File: src/rtl/uart_pkg.sv
// Shared types and helpers for the UART transmitter: FSM state encoding,
// parity-mode codes, bit-period calculation and the parity function.
package uart_pkg;

  typedef enum logic [2:0] {
    IDLE   = 3'd0,
    START  = 3'd1,
    DATA   = 3'd2,
    PARITY = 3'd3,
    STOP   = 3'd4
  } uart_state_e;

  localparam int PAR_NONE = 0;
  localparam int PAR_EVEN = 1;
  localparam int PAR_ODD  = 2;

  // Integer division truncates, so the real baud rate is never slower than requested.
  function automatic int clks_per_bit(input int clk_hz, input int baud);
    return clk_hz / baud;
  endfunction

  function automatic logic parity_of(input logic [7:0] data, input int mode);
    logic even_s;
    even_s = ^data;
    if (mode == PAR_ODD) begin
      return ~even_s;
    end else begin
      return even_s;
    end
  endfunction

endpackage

File: src/rtl/uart_baud_tick.sv
// Bit-period timer: counts 0..CLKS_PER_BIT-1 while the transmitter is busy and
// flags the last cycle of each bit so the FSM can advance.
module uart_baud_tick
  import uart_pkg::*;
#(
  parameter int CLKS_PER_BIT = 868
) (
  input  logic clk,
  input  logic reset,
  input  logic restart,
  input  logic run,
  output logic tick
);

  localparam int CW = (CLKS_PER_BIT > 1) ? $clog2(CLKS_PER_BIT) : 1;
  localparam logic [CW-1:0] LAST = CW'(CLKS_PER_BIT - 1);
  localparam logic [CW-1:0] ONE  = CW'(1);
  localparam logic [CW-1:0] ZERO = CW'(0);

  logic [CW-1:0] cnt_r;

  // Cycle counter; held at zero outside a frame so every frame starts aligned.
  always_ff @(posedge clk) begin
    if (reset) begin
      cnt_r <= ZERO;
    end else if (restart || !run || (cnt_r == LAST)) begin
      cnt_r <= ZERO;
    end else begin
      cnt_r <= cnt_r + ONE;
    end
  end

  assign tick = run && !restart && (cnt_r == LAST);

endmodule

File: src/rtl/uart_tx.sv
// UART transmitter: start bit, 8 data bits LSB first, optional even/odd parity,
// 1 or 2 stop bits. tx and tx_busy are registered.
module uart_tx
  import uart_pkg::*;
#(
  parameter int INPUT_CLK  = 100_000_000,
  parameter int BAUD_RATE  = 115200,
  parameter int STOP_BITS  = 1,
  parameter int PARITY_BIT = 0
) (
  input  logic       clk,
  input  logic       reset,
  input  logic       tx_start,
  input  logic [7:0] tx_data,
  output logic       tx_busy,
  output logic       tx
);

  localparam int CLKS_PER_BIT = clks_per_bit(INPUT_CLK, BAUD_RATE);
  localparam logic [2:0] LAST_STOP = 3'(STOP_BITS - 1);

  if ((STOP_BITS != 1) && (STOP_BITS != 2)) begin : g_bad_stop
    $error("uart_tx: STOP_BITS must be 1 or 2");
  end
  if ((PARITY_BIT < PAR_NONE) || (PARITY_BIT > PAR_ODD)) begin : g_bad_parity
    $error("uart_tx: PARITY_BIT must be 0, 1 or 2");
  end
  if (CLKS_PER_BIT < 1) begin : g_bad_baud
    $error("uart_tx: INPUT_CLK / BAUD_RATE must be at least 1");
  end

  uart_state_e state_r, state_s;
  logic [2:0]  bit_idx_r, bit_idx_s, idx_next_s;
  logic [7:0]  data_r, data_s;
  logic        parity_r, parity_s;
  logic        tx_r, tx_s;
  logic        busy_r, busy_s;
  logic        restart_s;
  logic        tick_s;

  uart_baud_tick #(
    .CLKS_PER_BIT(CLKS_PER_BIT)
  ) u_baud (
    .clk    (clk),
    .reset  (reset),
    .restart(restart_s),
    .run    (state_r != IDLE),
    .tick   (tick_s)
  );

  assign idx_next_s = bit_idx_r + 3'd1;

  // Next-state and next-output logic; outputs are computed one cycle ahead.
  always_comb begin
    state_s   = state_r;
    bit_idx_s = bit_idx_r;
    data_s    = data_r;
    parity_s  = parity_r;
    tx_s      = tx_r;
    busy_s    = busy_r;
    restart_s = 1'b0;
    case (state_r)
      IDLE: begin
        tx_s   = 1'b1;
        busy_s = 1'b0;
        if (tx_start) begin
          data_s    = tx_data;
          parity_s  = parity_of(tx_data, PARITY_BIT);
          tx_s      = 1'b0;
          busy_s    = 1'b1;
          bit_idx_s = 3'd0;
          restart_s = 1'b1;
          state_s   = START;
        end else begin
          state_s = IDLE;
        end
      end
      START: begin
        if (tick_s) begin
          tx_s      = data_r[0];
          bit_idx_s = 3'd0;
          state_s   = DATA;
        end else begin
          state_s = START;
        end
      end
      DATA: begin
        if (tick_s) begin
          if (bit_idx_r == 3'd7) begin
            bit_idx_s = 3'd0;
            if (PARITY_BIT != PAR_NONE) begin
              tx_s    = parity_r;
              state_s = PARITY;
            end else begin
              tx_s    = 1'b1;
              state_s = STOP;
            end
          end else begin
            bit_idx_s = idx_next_s;
            tx_s      = data_r[idx_next_s];
          end
        end else begin
          state_s = DATA;
        end
      end
      PARITY: begin
        if (tick_s) begin
          tx_s      = 1'b1;
          bit_idx_s = 3'd0;
          state_s   = STOP;
        end else begin
          state_s = PARITY;
        end
      end
      STOP: begin
        // bit_idx_r counts stop-bit periods here.
        if (tick_s) begin
          if (bit_idx_r == LAST_STOP) begin
            tx_s      = 1'b1;
            busy_s    = 1'b0;
            bit_idx_s = 3'd0;
            state_s   = IDLE;
          end else begin
            bit_idx_s = idx_next_s;
          end
        end else begin
          state_s = STOP;
        end
      end
      default: begin
        tx_s      = 1'b1;
        busy_s    = 1'b0;
        bit_idx_s = 3'd0;
        state_s   = IDLE;
      end
    endcase
  end

  // State and output registers; reset aborts any frame in flight.
  always_ff @(posedge clk) begin
    if (reset) begin
      state_r   <= IDLE;
      bit_idx_r <= 3'd0;
      data_r    <= 8'h00;
      parity_r  <= 1'b0;
      tx_r      <= 1'b1;
      busy_r    <= 1'b0;
    end else begin
      state_r   <= state_s;
      bit_idx_r <= bit_idx_s;
      data_r    <= data_s;
      parity_r  <= parity_s;
      tx_r      <= tx_s;
      busy_r    <= busy_s;
    end
  end

  assign tx      = tx_r;
  assign tx_busy = busy_r;

endmodule

File: config.mk
export PLATFORM = sky130hd
export DESIGN_NAME = uart_tx
export DESIGN_NICKNAME = d
export VERILOG_FILES = /design/src/rtl/uart_pkg.sv /design/src/rtl/uart_baud_tick.sv /design/src/rtl/uart_tx.sv
export SDC_FILE = /design/constraint.sdc
export NUM_CORES = 1
export LEC_CHECK = 0
export ABC_AREA = 0
export BUFFER_PORTS_ARGS = -buffer_cell sky130_fd_sc_hd__clkbuf_2
export CAP_MARGIN = 20
export CORE_MARGIN = 3
export CORE_UTILIZATION = 58
export CTS_BUF_LIST = sky130_fd_sc_hd__clkbuf_4 sky130_fd_sc_hd__clkbuf_8
export CTS_CLUSTER_SIZE = 40
export DETAILED_ROUTE_END_ITERATION = 7
export GPL_TIMING_DRIVEN = 0
export PLACE_DENSITY = 0.89
export SLEW_MARGIN = 20
export SYNTH_ARGS = -nofsm -noshare
export SYNTH_HDL_FRONTEND = slang
export SYNTH_SLANG_ARGS = --single-unit
File: constraint.sdc
create_clock -name clk -period 5.2 [get_ports clk]
set_input_delay 1.04 -clock clk [delete_from_list [all_inputs] [get_ports clk]]
set_output_delay 1.04 -clock clk [all_outputs]
set_load 0.01 [all_outputs]
Word level (Yosys, flattened, before mapping)
Cells that the tools add are included.
{ "classes": {"muxes": 30, "n_lt_le_gt_ge": 1, "eq_ne": 15, "addsub": 2, "reduce_logical": 17, "n_bitwise": 1} }
{ "op_table": {"columns": ["op", "n"], "rows": [
  ["2-to-1 mux 3 bit", 11],
  ["case mux 3 bit (5 select lines)", 1],
  ["2-to-1 mux 1 bit", 13],
  ["!= test 2 bit, second input constant", 6],
  ["case mux 3 bit (4 select lines)", 1],
  ["adder 10 x 1 -> 10 bit, second input constant", 1],
  ["== test 10 bit, second input constant", 1],
  ["== test 3 x 2 -> 1 bit, second input constant", 2],
  ["== test 3 bit, second input constant", 2],
  ["zero test 3 bit", 2],
  ["!= test 3 bit, second input constant", 2],
  ["case mux 1 bit (5 select lines)", 1],
  ["AND reduction 5 bit", 1],
  ["< comparator 3 x 4 -> 1 bit, second input constant", 1],
  ["AND reduction 2 bit", 2],
  ["AND reduction 4 bit", 1],
  ["OR reduction 2 bit", 2],
  ["adder 3 x 1 -> 3 bit, second input constant", 1],
  ["binary-select mux 1 bit (select 3 bit)", 1],
  ["== test 3 x 1 -> 1 bit, second input constant", 1],
  ["case mux 1 bit (3 select lines)", 1],
  ["AND reduction 3 bit", 1],
  ["nonzero test 3 bit", 1],
  ["OR reduction 3 bit", 1],
  ["6 further kinds", 9]
]} }
{ "word_totals": {"word_cells": 72, "ff_bits": 26, "output_inout_bits": 2, "inputBits": 11} }

Logic depth before layout (Yosys ltp)
Gate-level depths: netlist of run 1.
{ "logic_depth": {"depth_word": 7, "mapped_depth": 6, "depth_no_buf": 6} }

Hierarchy
A second synthesis of run 1 with hierarchy kept.
{ "unflattened": {"hier_cells": 147, "hier_area_um2": 1305.0} }
{ "modules_own_cells": {"columns": ["mod", "seq_area_each_um2", "instances", "area_each_um2", "cells_each"], "rows": [
  ["uart_tx", 320.3, 1, 847.1, 99],
  ["uart_baud_tick", 200.2, 1, 457.9, 48]
]} }

Worst setup path before layout of run 1
No wires, ideal clock.
{ "synth_timing": {"kind": "reg2reg", "start": "register bit_idx_r[0]", "end": "register tx_r, in the netlist tx", "stages_incl_launch_ff": 7, "t_arrival_ps": 2043, "n_path_buf": 0, "required_ps": 5071, "slack_ps": 3028, "setup_time_ps": 129, "synth_period_minus_slack_ps": 2172, "path_cell_list": "dfxtp_1 > ha_1 > ha_1 > mux4_1 > mux2_2 > a2111oi_4 > a311oi_1"} }
{ "synth_via": {"elab_chain_cells": 6, "elab_cells_between_ends": 10, "classes_between": "add/sub (1); eq/ne (2); mux (5); reduce/logical (2)"} }
{ "synth_lines": {"columns": ["item", "line", "source"], "rows": [
  ["from (decl)", "uart_tx.sv:33", "logic [2:0] bit_idx_r, bit_idx_s, idx_next_s;"],
  ["from (signal assigned)", "uart_tx.sv:150", "bit_idx_r <= bit_idx_s;"],
  ["adder 3 x 1 -> 3 bit", "uart_tx.sv:51", "assign idx_next_s = bit_idx_r + 3'd1;"],
  ["binary-select mux 1 bit (select 3 bit)", "uart_tx.sv:100", "tx_s = data_r[idx_next_s];"],
  ["2-to-1 mux 1 bit (implied by the code)", "uart_tx.sv:100", null],
  ["2-to-1 mux 1 bit", "uart_tx.sv:89", "if (bit_idx_r == 3'd7) begin"],
  ["2-to-1 mux 1 bit", "uart_tx.sv:88", "if (tick_s) begin"],
  ["case mux 1 bit (5 select lines)", "uart_tx.sv:62", "case (state_r)"],
  ["to (signal assigned)", "uart_tx.sv:153", "tx_r <= tx_s;"],
  ["to (decl)", "uart_tx.sv:36", "logic tx_r, tx_s;"]
]} }
Several ways; a longest one is shown, not always the timed one. The select of a mux whose other input is x is not followed.
A chain may end at the register's enable or synchronous reset.

Final worst setup path of run 1
Ends and elaborated chain as after synthesis.

==> results.py, run 1 <==
metrics = {
    "die": {
        "coreArea_um2": 2060,
        "io_pins": 13,
        "die_w_um": 53.6,
        "die_y_um": 53.6,
        "initial_core_util": 0.638,
        "dieArea_um2": 2870,
        "num_rows": 16,
    },
    "sta": {
        "slew_headroom": 0.629,
        "setup_violations": 0,
        "fin_crit_ns": 2.35,
        "fin_ws_ns": 2.85,
        "rsz0062_at_grt": "false",
        "max_freq_mhz": 425,
        "hold_viol": 0,
        "fin_hold_ws_ns": 0.461,
        "fin_skew_ns": 0.00656,
        "maxSlewViolCount": 0,
        "fin_tns_setup_ns": 0,
        "tightest_slew_ns": 0.548,
        "fin_crit_sh": 0.453,
    },
    "synth": {
        "yosysSeqAreaShare": 0.396,
        "ys_warn_count": 0,
        "avgSynthCellArea_um2": 8.54,
        "synth-edff-count": 0,
        "synth_area_um2": 1320,
        "synth_top_cell_area_share": 0.396,
        "synthMostInstantiatedCell": "dfxtp_1",
        "syn_inst": 154,
        "synth_nets": 169,
        "yosys-top-cells-count": "dfxtp_1 (26), nand2_1 (24), nor2_1 (19)",
        "ys_seq_elements": 26,
        "ys_async_sr_fraction": 0,
        "synth_top_area_cell": "dfxtp_1",
        "synth_top_cells_by_area": "dfxtp_1 (40%), nand2_1 (6.9%), nor2_1 (5.4%)",
        "ys.flop_type": "dfxtp_1",
        "yosysUniqueCellTypes": 38,
    },
    "placed_design": {
        "dp.cells": 193,
        "pre_cts_slack_ns": 2.84,
        "post_dp_cell_area_um2": 1410,
        "gp_congestion": 0.824,
        "dp_hpwl_mm": 1.95,
        "portBuffers": 12,
    },
    "final_layout": {
        "syn_to_final_growth_pct": 11.1,
        "antenna_cells": 0,
        "finalNonFillerCells": 197,
        "drive_gt1_frac": 0.147,
        "post-route-util": 0.709,
        "nNetsFinal": 186,
        "fill_cells": 168,
        "finalInstanceArea_um2": 1460,
        "seq_area_um2": 520,
        "multiInputGateArea_um2": 747,
    },
    "critical_path": {
        "start_kind": "register",
        "arrival_ns": 2.57,
        "cp_max_fo": 5,
        "worstSetupPathType": "reg -> reg",
        "reg2reg_depth": 6,
        "cp_data_required_time_ns": 5.42,
        "cp-end-kind": "register",
    },
    "run_status": {
        "outcome": "finished, final reports clean",
    },
    "global_routing": {
        "grt_pass1_wl_mm": 4.57,
        "antenna_found_initial": 0,
        "grt_pass1_vias": 1021,
        "grt_usage": 0.218,
        "grt_max_degree": 16,
        "grt_overflow": 0,
    },
    "clocking": {
        "clockRootBuffer": "clkbuf_4",
        "postCtsHoldBufs": 0,
        "clk-insertion-delay-late_ns": 0.32,
        "tritoncts": "done",
        "post_cts_buffers": 0,
        "cts.sinks": 26,
        "clkTransAtPathRegs_ns": 0.14,
        "numCtsBuffers": 3,
        "h-tree-depth": 1,
        "clockBufferDepth": 2,
        "cts_resized": 0,
    },
    "route": {
        "drt_iter0_drc": 30,
        "drc": 0,
        "drt-total-wl_mm": 2.60,
        "antenna_left": 0,
        "vias": 1131,
        "avgRoutedWirePerCell_um": 13.2,
        "vias_per_cell": 5.74,
        "drtPass1Iterations": 4,
    },
    "power": {
        "power.leakage_nw": 0.532,
        "ir_drop_mv": 0.305,
        "finalPower_mw": 0.387,
        "p_per_area_nw_per_um2": 265,
    },
    "hold_path": {
        "min_path_cells": 2,
        "min_path_type": "reg -> reg",
    },
    "run": {
        "cap_violations": 0,
    },
}
-- power breakdown --
group          internal (mW)  switching, mW  leakage (nW)
registers              0.206        0.00408         0.212
logic                 0.0169         0.0232         0.292
clock network         0.0779         0.0591        0.0279
total                  0.301         0.0864         0.532
-- routing by layer --
layer / part of all wire / up-vias / track usage
met4: 0.016 / 0 / 0.0468
met2: 0.47 / 37 / 0.355
li1: - / 573 / -
met1: 0.45 / 513 / 0.288
met5: 0 / - / 0
met3: 0.059 / 8 / 0.0582
-- placed cells by master, fill, tap and decap left out, types with 3 or more instances in the layout --
cell,instances
mux2i_1,3
nand4_1,4
clkbuf_1,4
a21oi_1,11
nor2_1,19
ha_1,4
nor2b_1,3
o21ai_0,4
dfxtp_1,26
nand3_1,5
inv_1,6
clkbuf_2,12
nand2_1,24
xnor2_1,6
nor3_1,3
clkbuf_4,3
-- flip-flops by register name (all words and copies together) (netlist names) --
signal        count
u_baud.cnt_r     10
data_r            8
bit_idx_r         3
state_r           3
tx                1
tx_busy           1
-- cell families (layout without fill, tap and decap cells) --
| family | Yosys count | in the layout | share of synthesized area |
|---|---|---|---|
| AO/OA/AOI/OAI | 28 | 28 | 0.151 |
| AND/OR/NAND/NOR | 70 | 70 | 0.254 |
| adder cells (fa/ha/maj) | 4 | 4 | 0.0381 |
| multiplexers | 6 | 6 | 0.0714 |
| XOR/XNOR | 8 | 8 | 0.0533 |
| buffers and inverters | 12 | 28 | 0.0362 |
| flip-flops | 26 | 26 | 0.396 |
-- critical path: stages (launching register included) --
cell and delay [ns]:
dfxtp_1 0.39, ha_1 0.22, ha_1 0.35, mux4_1 0.57, mux2_2 0.32, a2111oi_4 0.34
a311oi_1 0.07
-- cell type report --
| cell class | instances | area share |
|---|---|---|
| Multi-Input combinational cell | 116 | 0.511 |
| Timing Repair Buffer | 12 | 0.0411 |
| Clock buffer | 3 | 0.0154 |
| Inverter | 6 | 0.0154 |
| Buffer | 6 | 0.0171 |
| Sequential cell | 26 | 0.356 |
| Tap cell | 27 | 0.0231 |
| Clock inverter | 1 | 0.0205 |
-- worst paths after layout --
check,from,endpoint,slack (ns)
min reg2reg,data_r[5]$_SDFFE_PP0P_,data_r[5]$_SDFFE_PP0P_,0.46
max,bit_idx_r[0]$_SDFFE_PP0P_,tx$_SDFFE_PP1P_,2.85
max reg2reg,bit_idx_r[0]$_SDFFE_PP0P_,tx$_SDFFE_PP1P_,2.85
min,data_r[5]$_SDFFE_PP0P_,data_r[5]$_SDFFE_PP0P_,0.46
No activity file was read; power rests on OpenSTA's default activity.
==> run 2: changes to the inputs <==
==> constraint.sdc (replaced) <==
create_clock -name clk -period 2.4 [get_ports clk]
set_input_delay 0.48 -clock clk [delete_from_list [all_inputs] [get_ports clk]]
set_output_delay 0.48 -clock clk [all_outputs]
set_load 0.01 [all_outputs]
==> run 2 against run 1 <==
Effect of this change:
- total power increased by 120%
- critical path depth unchanged
- maximum frequency increased by 1.3%
- global-route usage unchanged
- clock power increased by 120%
- routed wire length unchanged
- via count unchanged
- sequential share of layout area increased by 0.055 points
- clock skew unchanged
- cell area about the same
==> results.py, run 2 (synthesized netlist as in run 1, its figures left out) <==
metrics = {
    "clocking": {
        "clkTransAtPathRegs_ns": 0.14,
        "clockBufferDepth": 2,
        "post_cts_buffers": 0,
        "h-tree-depth": 1,
        "clk-insertion-delay-late_ns": 0.32,
        "clockRootBuffer": "clkbuf_4",
        "numCtsBuffers": 3,
        "postCtsHoldBufs": 0,
        "cts.sinks": 26,
        "tritoncts": "done",
    },
    "die": {
        "die_y_um": 53.6,
        "io_pins": 13,
        "initial_core_util": 0.638,
        "die_w_um": 53.6,
        "dieArea_um2": 2870,
        "coreArea_um2": 2060,
        "num_rows": 16,
    },
    "critical_path": {
        "cp_max_fo": 5,
        "rr_startpoint": "bit_idx_r[0]$_SDFFE_PP0P_",
        "worstSetupPathType": "reg -> reg",
        "arrival_ns": 2.54,
        "start_kind": "register",
        "reg2reg_depth": 6,
        "cp_data_required_time_ns": 2.62,
        "r2r_slack_ns": 0.08,
        "cp-startpoint": "bit_idx_r[0]$_SDFFE_PP0P_",
        "cp-end-kind": "register",
        "rr_endpoint": "tx$_SDFFE_PP1P_",
    },
    "route": {
        "vias": 1131,
        "avgRoutedWirePerCell_um": 13.2,
        "vias_per_cell": 5.74,
        "drc": 0,
        "drtPass1Iterations": 4,
        "drt-total-wl_mm": 2.60,
        "antenna_left": 0,
        "drt_iter0_drc": 30,
    },
    "global_routing": {
        "grt_max_degree": 16,
        "grt_usage": 0.218,
        "grt_overflow": 0,
        "antenna_found_initial": 0,
        "grt_pass1_vias": 1021,
        "grt_pass1_wl_mm": 4.57,
    },
    "placed_design": {
        "gp_congestion": 0.824,
        "portBuffers": 12,
        "dp_hpwl_mm": 1.95,
        "dp.cells": 193,
    },
    "power": {
        "p_comb_frac": 0.104,
        "power.leakage_nw": 0.532,
        "seq_power_share": 0.542,
        "switching_power_mw": 0.187,
        "clkPwrFrac": 0.354,
        "swShare": 0.223,
        "ir_drop_mv": 0.662,
        "internal_power_mw": 0.652,
        "finalPower_mw": 0.839,
        "p_per_area_nw_per_um2": 573,
    },
    "hold_path": {
        "hold_path.startpoint": "tx_data[6]",
        "min_path_type": "in -> reg",
        "holdPathEnd": "data_r[6]$_SDFFE_PP0P_",
        "min_path_cells": 3,
    },
    "final_layout": {
        "finalNonFillerCells": 197,
        "final_common_cell": "dfxtp_1",
        "reg_top3": "u_baud.cnt_r (10), data_r (8)",
        "antenna_cells": 0,
        "drive_gt1_frac": 0.153,
        "regMostFlops": "u_baud.cnt_r",
        "largest_register_ffs": 10,
        "layout_common_cells": "dfxtp_1 (25), nand2_1 (24), nor2_1 (19), clkbuf_2 (12), a21oi_1 (11)",
        "nNetsFinal": 186,
        "syn_to_final_growth_pct": 11.2,
    },
    "sta": {
        "setup_violations": 0,
        "maxSlewViolCount": 0,
        "fin_crit_ns": 2.32,
        "fin_tns_setup_ns": 0,
        "fin_crit_sh": 0.968,
        "rsz0062_at_grt": "false",
        "max_freq_mhz": 430,
        "slew_headroom": 0.629,
        "tightest_slew_ns": 0.548,
        "fin_skew_ns": 0.00656,
        "hold_viol": 0,
    },
    "run_status": {
        "outcome": "finished, final reports clean",
    },
    "run": {
        "cap_violations": 0,
    },
}
[run 2: worst max-delay path by stage]
| stage | to | slack (ns) | depth (start not counted) |
|---|---|---|---|
| after floorplan | tx$_SDFFE_PP1P_ | 0.23 | 6 |
| after CTS | tx$_SDFFE_PP1P_ | 0.04 | 6 |
| after global placement | tx$_SDFFE_PP1P_ | 0.1 | 6 |
| after global routing | tx$_SDFFE_PP1P_ | 0.008 | 6 |
| final | tx$_SDFFE_PP1P_ | 0.08 | 6 |
| after detailed placement | tx$_SDFFE_PP1P_ | 0.04 | 6 |
[run 2: worst max-delay path: stages, from the launching register on]
cell	delay, ns
dfxtp_2	0.37
ha_1	0.20
ha_1	0.35
mux4_1	0.57
mux2_2	0.32
a2111oi_4	0.34
a311oi_1	0.07
[run 2: power by group through the flow]
stage | logic [mW] | registers (mW) | clock network (mW)
after floorplan | 0.0601 | 0.463 | 0
after global placement | 0.0829 | 0.463 | 0
after detailed placement | 0.0861 | 0.464 | 0
after CTS | 0.0869 | 0.455 | 0.303
after global routing | 0.0974 | 0.457 | 0.325
final | 0.0870 | 0.455 | 0.297
[run 2: repair_timing]
action                                  CTS  global route
endpoints found under the setup margin    0             1
gates resized for setup                   0             1
endpoints found under the hold margin     0             0
[run 2: routing by layer]
| metal | global-route usage | wire (um) | vias to the layer above |
|---|---|---|---|
| li1 | - | - | 573 |
| met1 | 0.288 | 1180 | 513 |
| met2 | 0.355 | 1230 | 37 |
| met3 | 0.0582 | 153 | 8 |
| met4 | 0.0468 | 42 | 0 |
| met5 | 0 | 0 | - |
[run 2: area by class of cell]
| cell class | instances | area [um^2] |
|---|---|---|
| clock buffer | 3 | 22.5 |
| clock inverter | 1 | 30.0 |
| sequential | 26 | 522 |
| multi-input combinational | 116 | 747 |
| inverter | 6 | 22.5 |
| tap | 27 | 33.8 |
| fill | 167 | 599 |
| timing repair buffer | 12 | 60.1 |
| buffer | 6 | 25.0 |
[run 2: per-stage QoR]
stage / worst slack, ns / util / hold slack (ns) / instance area [um^2]
floorplan: 0.228 / - / 0.432 / 1320
global placement: 0.0956 / 0.683 / 0.439 / 1410
detailed placement: 0.0375 / 0.683 / 0.447 / 1410
CTS: 0.0371 / 0.709 / 0.348 / 1460
global route: 0.00765 / 0.709 / 0.345 / 1460
finish: 0.0757 / 0.709 / 0.362 / 1460
